[config.mk]
export PLATFORM = sky130hd
export DESIGN_NAME = mac_unit
export DESIGN_NICKNAME = d
export VERILOG_FILES = /design/src/rtl/mac_unit_pkg.sv /design/src/rtl/mac_mul_iter.sv /design/src/rtl/mac_unit.sv
export SDC_FILE = /design/constraint.sdc
export NUM_CORES = 2
export LEC_CHECK = 0
export BUFFER_PORTS_ARGS = -buffer_cell sky130_fd_sc_hd__buf_2
export CELL_PAD_IN_SITES_DETAIL_PLACEMENT = 0
export CELL_PAD_IN_SITES_GLOBAL_PLACEMENT = 1
export CORE_MARGIN = 3
export CORE_UTILIZATION = 44
export CTS_CLUSTER_DIAMETER = 120
export DETAILED_ROUTE_END_ITERATION = 10
export PLACE_DENSITY_LB_ADDON = 0.1
export SETUP_SLACK_MARGIN = 0.5
export SYNTH_ARGS = -nofsm -noshare
export SYNTH_HDL_FRONTEND = slang
export SYNTH_SLANG_ARGS = --single-unit
[constraint.sdc]
create_clock -name clk -period 6.95 [get_ports clk]
set_input_delay 0.3475 -clock clk [delete_from_list [all_inputs] [get_ports clk]]
set_output_delay 0.3475 -clock clk [all_outputs]
set_load 0.05 [all_outputs]
[src/rtl/mac_unit_pkg.sv]
// Shared types for the MAC execute unit: command encoding and FSM states.
package mac_unit_pkg;

  typedef enum logic [1:0] {
    MAC_CONTROL_MADD  = 2'b00,
    MAC_CONTROL_MSUB  = 2'b01,
    MAC_CONTROL_MMUL  = 2'b10,
    MAC_CONTROL_MLOAD = 2'b11
  } mac_control_t;

  typedef enum logic [1:0] {
    MAC_IDLE,
    MAC_MUL,
    MAC_ACC
  } mac_state_t;

  localparam int MAC_OPND_W = 32;

endpackage

[src/rtl/mac_mul_iter.sv]
// Unsigned 32x32 shift-add multiplier retiring BITS_PER_CYCLE multiplier bits per clock.
module mac_mul_iter #(
  parameter int BITS_PER_CYCLE = 4
) (
  input  logic        clk,
  input  logic        reset,
  input  logic        start,
  input  logic        abort,
  input  logic [31:0] a_mag,
  input  logic [31:0] b_mag,
  output logic [63:0] product,
  output logic        done
);

  localparam int N     = 32 / BITS_PER_CYCLE;
  localparam int CNT_W = $clog2(N + 1);

  logic [63:0]      mcand;
  logic [31:0]      mplier;
  logic [CNT_W-1:0] cnt;
  logic [63:0]      digit;

  assign digit = 64'(mplier[BITS_PER_CYCLE-1:0]);

  // High during the last iteration: product is complete after the coming edge.
  assign done = (cnt == CNT_W'(1));

  always_ff @(posedge clk or posedge reset) begin
    if (reset) begin
      mcand   <= '0;
      mplier  <= '0;
      product <= '0;
      cnt     <= '0;
    end else if (abort) begin
      cnt <= '0;
    end else if (start) begin
      mcand   <= {32'b0, a_mag};
      mplier  <= b_mag;
      product <= '0;
      cnt     <= CNT_W'(N);
    end else if (cnt != '0) begin
      product <= product + mcand * digit;
      mcand   <= mcand << BITS_PER_CYCLE;
      mplier  <= mplier >> BITS_PER_CYCLE;
      cnt     <= cnt - 1'b1;
    end
  end

endmodule

[src/rtl/mac_unit.sv]
// MAC execute unit: signed 32x32 iterative multiply into a wide accumulator.
// Define MAC_SATURATE_EN to saturate MADD/MSUB and enable the sticky sat flag.
module mac_unit
  import mac_unit_pkg::*;
#(
  parameter int ACC_W          = 64,
  parameter int BITS_PER_CYCLE = 4
) (
  input  logic              clk,
  input  logic              reset,
  input  logic              cmd_valid,
  output logic              cmd_ready,
  input  mac_control_t      cmd_op,
  input  logic [31:0]       op_a,
  input  logic [31:0]       op_b,
  input  logic              flush,
  output logic [ACC_W-1:0]  acc_out,
  output logic              busy,
  output logic              done,
  output logic              sat
);

  mac_state_t        state;
  mac_control_t      op_q;
  logic              neg_q;
  logic [ACC_W-1:0]  acc_q;
  logic              done_q;

  logic              accept;
  logic              start_mul;
  logic              abort;
  logic              mul_done;
  logic [31:0]       a_mag;
  logic [31:0]       b_mag;
  logic [63:0]       product;
  logic [63:0]       signed_prod;
  logic [ACC_W-1:0]  prod_ext;
  logic [ACC_W-1:0]  load_ext;
  logic [ACC_W-1:0]  acc_next;

  assign cmd_ready = (state == MAC_IDLE) && !flush;
  assign accept    = cmd_valid && cmd_ready;
  assign start_mul = accept && (cmd_op != MAC_CONTROL_MLOAD);
  assign abort     = flush && (state != MAC_IDLE);

  // Magnitude of -2^31 is 2^31, which still fits in 32 unsigned bits.
  assign a_mag = op_a[31] ? (~op_a + 32'd1) : op_a;
  assign b_mag = op_b[31] ? (~op_b + 32'd1) : op_b;

  mac_mul_iter #(
    .BITS_PER_CYCLE (BITS_PER_CYCLE)
  ) u_mul (
    .clk     (clk),
    .reset   (reset),
    .start   (start_mul),
    .abort   (abort),
    .a_mag   (a_mag),
    .b_mag   (b_mag),
    .product (product),
    .done    (mul_done)
  );

  assign signed_prod = neg_q ? (~product + 64'd1) : product;
  assign prod_ext    = ACC_W'($signed(signed_prod));
  assign load_ext    = ACC_W'($signed(op_a));

`ifdef MAC_SATURATE_EN
  logic             sat_q;
  logic             ovf;
  logic [ACC_W:0]   sum_ext;

  always_comb begin
    sum_ext = '0;
    if (op_q == MAC_CONTROL_MSUB)
      sum_ext = {acc_q[ACC_W-1], acc_q} - {prod_ext[ACC_W-1], prod_ext};
    else
      sum_ext = {acc_q[ACC_W-1], acc_q} + {prod_ext[ACC_W-1], prod_ext};
    ovf = ((op_q == MAC_CONTROL_MADD) || (op_q == MAC_CONTROL_MSUB)) &&
          (sum_ext[ACC_W] != sum_ext[ACC_W-1]);
  end
`endif

  always_comb begin
    acc_next = acc_q;
    case (op_q)
      MAC_CONTROL_MADD: acc_next = acc_q + prod_ext;
      MAC_CONTROL_MSUB: acc_next = acc_q - prod_ext;
      MAC_CONTROL_MMUL: acc_next = prod_ext;
      default:          acc_next = acc_q;
    endcase
`ifdef MAC_SATURATE_EN
    // Clamp toward the sign of the true (ACC_W+1)-bit result.
    if (ovf)
      acc_next = sum_ext[ACC_W] ? {1'b1, {(ACC_W-1){1'b0}}} : {1'b0, {(ACC_W-1){1'b1}}};
`endif
  end

  always_ff @(posedge clk or posedge reset) begin
    if (reset) begin
      state  <= MAC_IDLE;
      op_q   <= MAC_CONTROL_MADD;
      neg_q  <= 1'b0;
      acc_q  <= '0;
      done_q <= 1'b0;
    end else begin
      done_q <= 1'b0;
      case (state)
        MAC_IDLE: begin
          if (accept) begin
            if (cmd_op == MAC_CONTROL_MLOAD) begin
              acc_q  <= load_ext;
              done_q <= 1'b1;
            end else begin
              state <= MAC_MUL;
              op_q  <= cmd_op;
              neg_q <= op_a[31] ^ op_b[31];
            end
          end
        end
        MAC_MUL: begin
          if (flush)
            state <= MAC_IDLE;
          else if (mul_done)
            state <= MAC_ACC;
        end
        MAC_ACC: begin
          state <= MAC_IDLE;
          if (!flush) begin
            acc_q  <= acc_next;
            done_q <= 1'b1;
          end
        end
        default: state <= MAC_IDLE;
      endcase
    end
  end

`ifdef MAC_SATURATE_EN
  always_ff @(posedge clk or posedge reset) begin
    if (reset) begin
      sat_q <= 1'b0;
    end else if (accept && (cmd_op == MAC_CONTROL_MLOAD)) begin
      sat_q <= 1'b0;
    end else if ((state == MAC_ACC) && !flush) begin
      if (op_q == MAC_CONTROL_MMUL)
        sat_q <= 1'b0;
      else if (ovf)
        sat_q <= 1'b1;
    end
  end
  assign sat = sat_q;
`else
  assign sat = 1'b0;
`endif

  assign acc_out = acc_q;
  assign busy    = (state != MAC_IDLE);
  assign done    = done_q;

endmodule
==> results.py <==
metrics = {
    "synth": {
        "post_synth.cell_area_avg_um2": 8.18,
        "synth.top_cell.area_share": 0.219,
        "synth_nets": 3653,
        "postSynthRegisterBits": 234,
        "synth-seq-area-share": 0.219,
        "netlist-cell-type-count": 83,
        "total_number_of_yosys_warnings": 0,
        "syn-cell-area_um2": 26700,
        "synth_enable_flop_cells": 0,
        "post-synth-top-area-cell": "sky130_fd_sc_hd__dfrtp_1",
        "ys.flop_type": "sky130_fd_sc_hd__dfrtp_1",
        "postSynthCellCount": 3263,
        "post_synth_main_area_contributors": "sky130_fd_sc_hd__dfrtp_1 22%, sky130_fd_sc_hd__fa_1 14%, sky130_fd_sc_hd__nand2_1 7.0%",
        "async_flop_share": 1.00,
    },
    "drt": {
        "detail_route.wirelength_um": 89100,
        "drt_iter0_drc": 2246,
        "wire_per_inst_um": 21.5,
        "dr.pass1.iters": 5,
        "drtAntennaViolNets": 0,
        "vias": 24700,
        "drc_errors": 0,
        "drt-vias-per-instance": 5.95,
    },
    "timing": {
        "timing.final.crit_share": 0.903,
        "worstMarginPinSlew_ns": 1.18,
        "timing_hold_violations_final": 0,
        "slew-limit-headroom": 0.215,
        "fmax_ghz": 0.159,
        "finalMaxSlewViolations": 0,
        "layout_setup_ws_ns": 0.676,
        "rsz0062_at_grt": "true",
        "setup-violations-final": 0,
        "layout_min_cycle_time_ns": 6.27,
        "finalClockSkew_ns": 0.0191,
    },
    "setup_path": {
        "crit_arrival_ns": 6.77,
        "timing.critical_path.buf_inv": 1,
        "critical_path.slowest_cell": "sky130_fd_sc_hd__or4_4",
        "worst_path_largest_cell_delay_ns": 0.57,
        "kind_of_end_point_of_the_critical_path": "register",
        "worst_setup_slack_for_register_to_register_paths_ns": 0.68,
        "critPathKind": "register to register",
        "startpoint_type": "register",
        "crit_path_max_fanout": 8,
        "path_delay_family": "simple AND/OR/NAND/NOR gates",
        "crit_chain": "or4_4, or3_4, o41ai_2, xor2_1, nand4_1, or3_4, nor2_4, a31oi_1, xor2_1, ha_4, and4_1, and3_4, and3_4, or3b_2, o311ai_2, o31ai_4, a31oi_4, nand4_1, buf_4, o311a_1, o221ai_1, o21a_1",
        "worstPathRequired_ns": 7.45,
    },
    "layout": {
        "area_of_the_multi_input_gates_um2": 19700,
        "ratio_of_cells_with_drive_above_1_in_the_final_layout": 0.121,
        "nets": 3736,
        "seqCellArea_um2": 5880,
        "final_cell_mix": "497 x sky130_fd_sc_hd__nand2_1, 262 x sky130_fd_sc_hd__o21ai_0, 224 x sky130_fd_sc_hd__dfrtp_1, 187 x sky130_fd_sc_hd__a21oi_1, 186 x sky130_fd_sc_hd__xor2_1",
        "area.growth.synth_to_final_pct": 12.5,
        "n_fill_cell": 5731,
        "layout.cells.most_common": "sky130_fd_sc_hd__nand2_1",
    },
    "clock_tree": {
        "cts.root.buffer_cell": "sky130_fd_sc_hd__clkbuf_16",
        "cts_htree_levels": 2,
        "cts_buffer_depth": 3,
        "cts_tree": "yes",
        "cts_inserted_buffers": 34,
        "clock-sinks": 234,
        "path_clk_slew_ns": 0.06,
        "clk-insertion-delay-late_ns": 0.56,
    },
    "placement": {
        "place.detailed.hpwl_um": 68300,
        "dpl_worst_slack_ns": -0.0973,
        "finalWeightedCongestion": 0.920,
        "port_buffers": 136,
    },
    "grt": {
        "grt_first_pass_wirelength_um": 141000,
        "grt_pass1_vias": 24000,
        "grt_start_max_net_pins": 148,
        "grt_usage": 0.279,
        "grt_remaining_overflow": 0,
        "number_of_antenna_violations_at_the_first_check_in_global_routing": 1,
    },
    "die": {
        "ioPinCount": 138,
        "effective_utilization_at_floorplan": 0.449,
        "die_h_um": 252,
        "placement_rows": 89,
        "die-area_um2": 63600,
        "dieWidth_um": 252,
        "core_area_um2": 59500,
    },
    "job": {
        "max_cap_viol_count": 0,
    },
    "hold_path": {
        "worstHoldPathType": "input port to register",
    },
    "status": {
        "status": "complete, no violations",
    },
}
[registers in the layout (all words and copies together), names as in the netlist]
signal	flops
acc_out	64
state	2
u_mul.mcand	64
neg_q	1
u_mul.mplier	32
u_mul.product	64
done	1
op_q	2
u_mul.cnt	4
[stage by stage]
step / util / hold slack [ns] / instances / area [um^2] / setup TNS (ns)
6_report: 0.505 / 0.106 / 4143 / 30000 / 0
5_1_grt: 0.505 / 0.114 / 4142 / 30000 / 0
4_1_cts: 0.497 / 0.0716 / 4123 / 29500 / 0
3_5_place_dp: 0.476 / 0.472 / 4062 / 28300 / -0.232
3_3_place_gp: 0.476 / 0.462 / 4062 / 28300 / -0.00286
2_1_floorplan: - / 0.446 / 3263 / 26700 / 0
[cell usage after synthesis (5+ instances only)]
library cell and count:
sky130_fd_sc_hd__and2_1 76, sky130_fd_sc_hd__nor3_1 40, sky130_fd_sc_hd__a21oi_1 190, sky130_fd_sc_hd__o31a_1 8, sky130_fd_sc_hd__nand2b_1 24, sky130_fd_sc_hd__a21o_1 70, sky130_fd_sc_hd__a221oi_1 9, sky130_fd_sc_hd__or3_1 23
sky130_fd_sc_hd__fa_1 183, sky130_fd_sc_hd__nand2_1 497, sky130_fd_sc_hd__dfrtp_1 234, sky130_fd_sc_hd__buf_1 10, sky130_fd_sc_hd__o221ai_1 15, sky130_fd_sc_hd__ha_1 137, sky130_fd_sc_hd__nor2_1 171, sky130_fd_sc_hd__nand3b_1 9
sky130_fd_sc_hd__a22oi_1 47, sky130_fd_sc_hd__o41ai_1 27, sky130_fd_sc_hd__nor2b_1 24, sky130_fd_sc_hd__or4_1 17, sky130_fd_sc_hd__xor2_1 188, sky130_fd_sc_hd__and3_1 18, sky130_fd_sc_hd__nor4_1 23, sky130_fd_sc_hd__buf_2 5
sky130_fd_sc_hd__or2_2 13, sky130_fd_sc_hd__a211oi_1 32, sky130_fd_sc_hd__a31oi_1 36, sky130_fd_sc_hd__o31ai_1 57, sky130_fd_sc_hd__o211ai_1 28, sky130_fd_sc_hd__nand4b_1 5, sky130_fd_sc_hd__a41oi_1 7, sky130_fd_sc_hd__nand4_1 42
sky130_fd_sc_hd__mux2i_1 5, sky130_fd_sc_hd__and4_1 7, sky130_fd_sc_hd__inv_1 183, sky130_fd_sc_hd__a22o_1 57, sky130_fd_sc_hd__o21ai_0 271, sky130_fd_sc_hd__clkbuf_1 181, sky130_fd_sc_hd__a221o_1 10, sky130_fd_sc_hd__o21bai_1 24
sky130_fd_sc_hd__o21a_1 17, sky130_fd_sc_hd__nand3_1 45, sky130_fd_sc_hd__xnor2_1 120
[cells by family (layout without fill, tap and decap cells)]
group	Yosys count	after routing	synth area share
other	1	2	0.000141
multiplexers	6	6	0.00230
adder cells (fa/ha/maj)	320	320	0.202
flip-flops	234	234	0.219
buffers and inverters	383	489	0.0550
AND/OR/NAND/NOR	1055	1055	0.186
AO/OA/AOI/OAI	955	955	0.234
XOR/XNOR	309	309	0.102
[repair_timing]
item / 4_1_cts / 5_1_grt
endpoints found under the setup margin: 15 / 21
hold buffers: 1 / 0
setup buffers: 1 / 19
gates resized for setup: 13 / 73
pin swaps: 2 / 16
endpoints found under the hold margin: 32 / 0
[routing by layer]
| layer | track usage | share of wire |
|---|---|---|
| met1 | 0.422 | 0.49 |
| met2 | 0.415 | 0.42 |
| met3 | 0.0537 | 0.071 |
| met4 | 0.0577 | 0.019 |
| met5 | 0 | 0 |
[final timing paths]
kind / from / to / cells after the start
setup / recovery: u_mul.product[1] / acc_out[56] / 22
hold / removal: op_b[30] / u_mul.mplier[30] / 3
setup reg to reg: u_mul.product[1] / acc_out[56] / 22
hold reg to reg: u_mul.mplier[4] / u_mul.mplier[0] / 2
max in group asynchronous: reset / acc_out[45] / 4
min in group asynchronous: reset / u_mul.mcand[11] / 3
[layout make-up]
type | count | share of cell area
multi-input cells | 2646 | 0.657
flip-flops and latches | 234 | 0.196
repair buffers | 247 | 0.0519
clock buffers | 45 | 0.0324
well taps | 773 | 0.0322
inverters | 183 | 0.0230
clock inverters | 14 | 0.00729
diodes | 1 | 0.0000834
[worst register-to-register path: stages (launching register included)]
cell and delay, ns:
sky130_fd_sc_hd__dfrtp_2 0.45, sky130_fd_sc_hd__or4_4 0.57, sky130_fd_sc_hd__or3_4 0.42, sky130_fd_sc_hd__o41ai_2 0.32, sky130_fd_sc_hd__xor2_1 0.26, sky130_fd_sc_hd__nand4_1 0.17
sky130_fd_sc_hd__or3_4 0.49, sky130_fd_sc_hd__nor2_4 0.15, sky130_fd_sc_hd__a31oi_1 0.11, sky130_fd_sc_hd__xor2_1 0.19, sky130_fd_sc_hd__ha_4 0.34, sky130_fd_sc_hd__and4_1 0.22
sky130_fd_sc_hd__and3_4 0.20, sky130_fd_sc_hd__and3_4 0.20, sky130_fd_sc_hd__or3b_2 0.45, sky130_fd_sc_hd__o311ai_2 0.15, sky130_fd_sc_hd__o31ai_4 0.16, sky130_fd_sc_hd__a31oi_4 0.27
sky130_fd_sc_hd__nand4_1 0.25, sky130_fd_sc_hd__buf_4 0.22, sky130_fd_sc_hd__o311a_1 0.28, sky130_fd_sc_hd__o221ai_1 0.20, sky130_fd_sc_hd__o21a_1 0.16
Power is not shown: default switching activity piles up to over one toggle a cycle in this logic, so the estimate is an artifact.
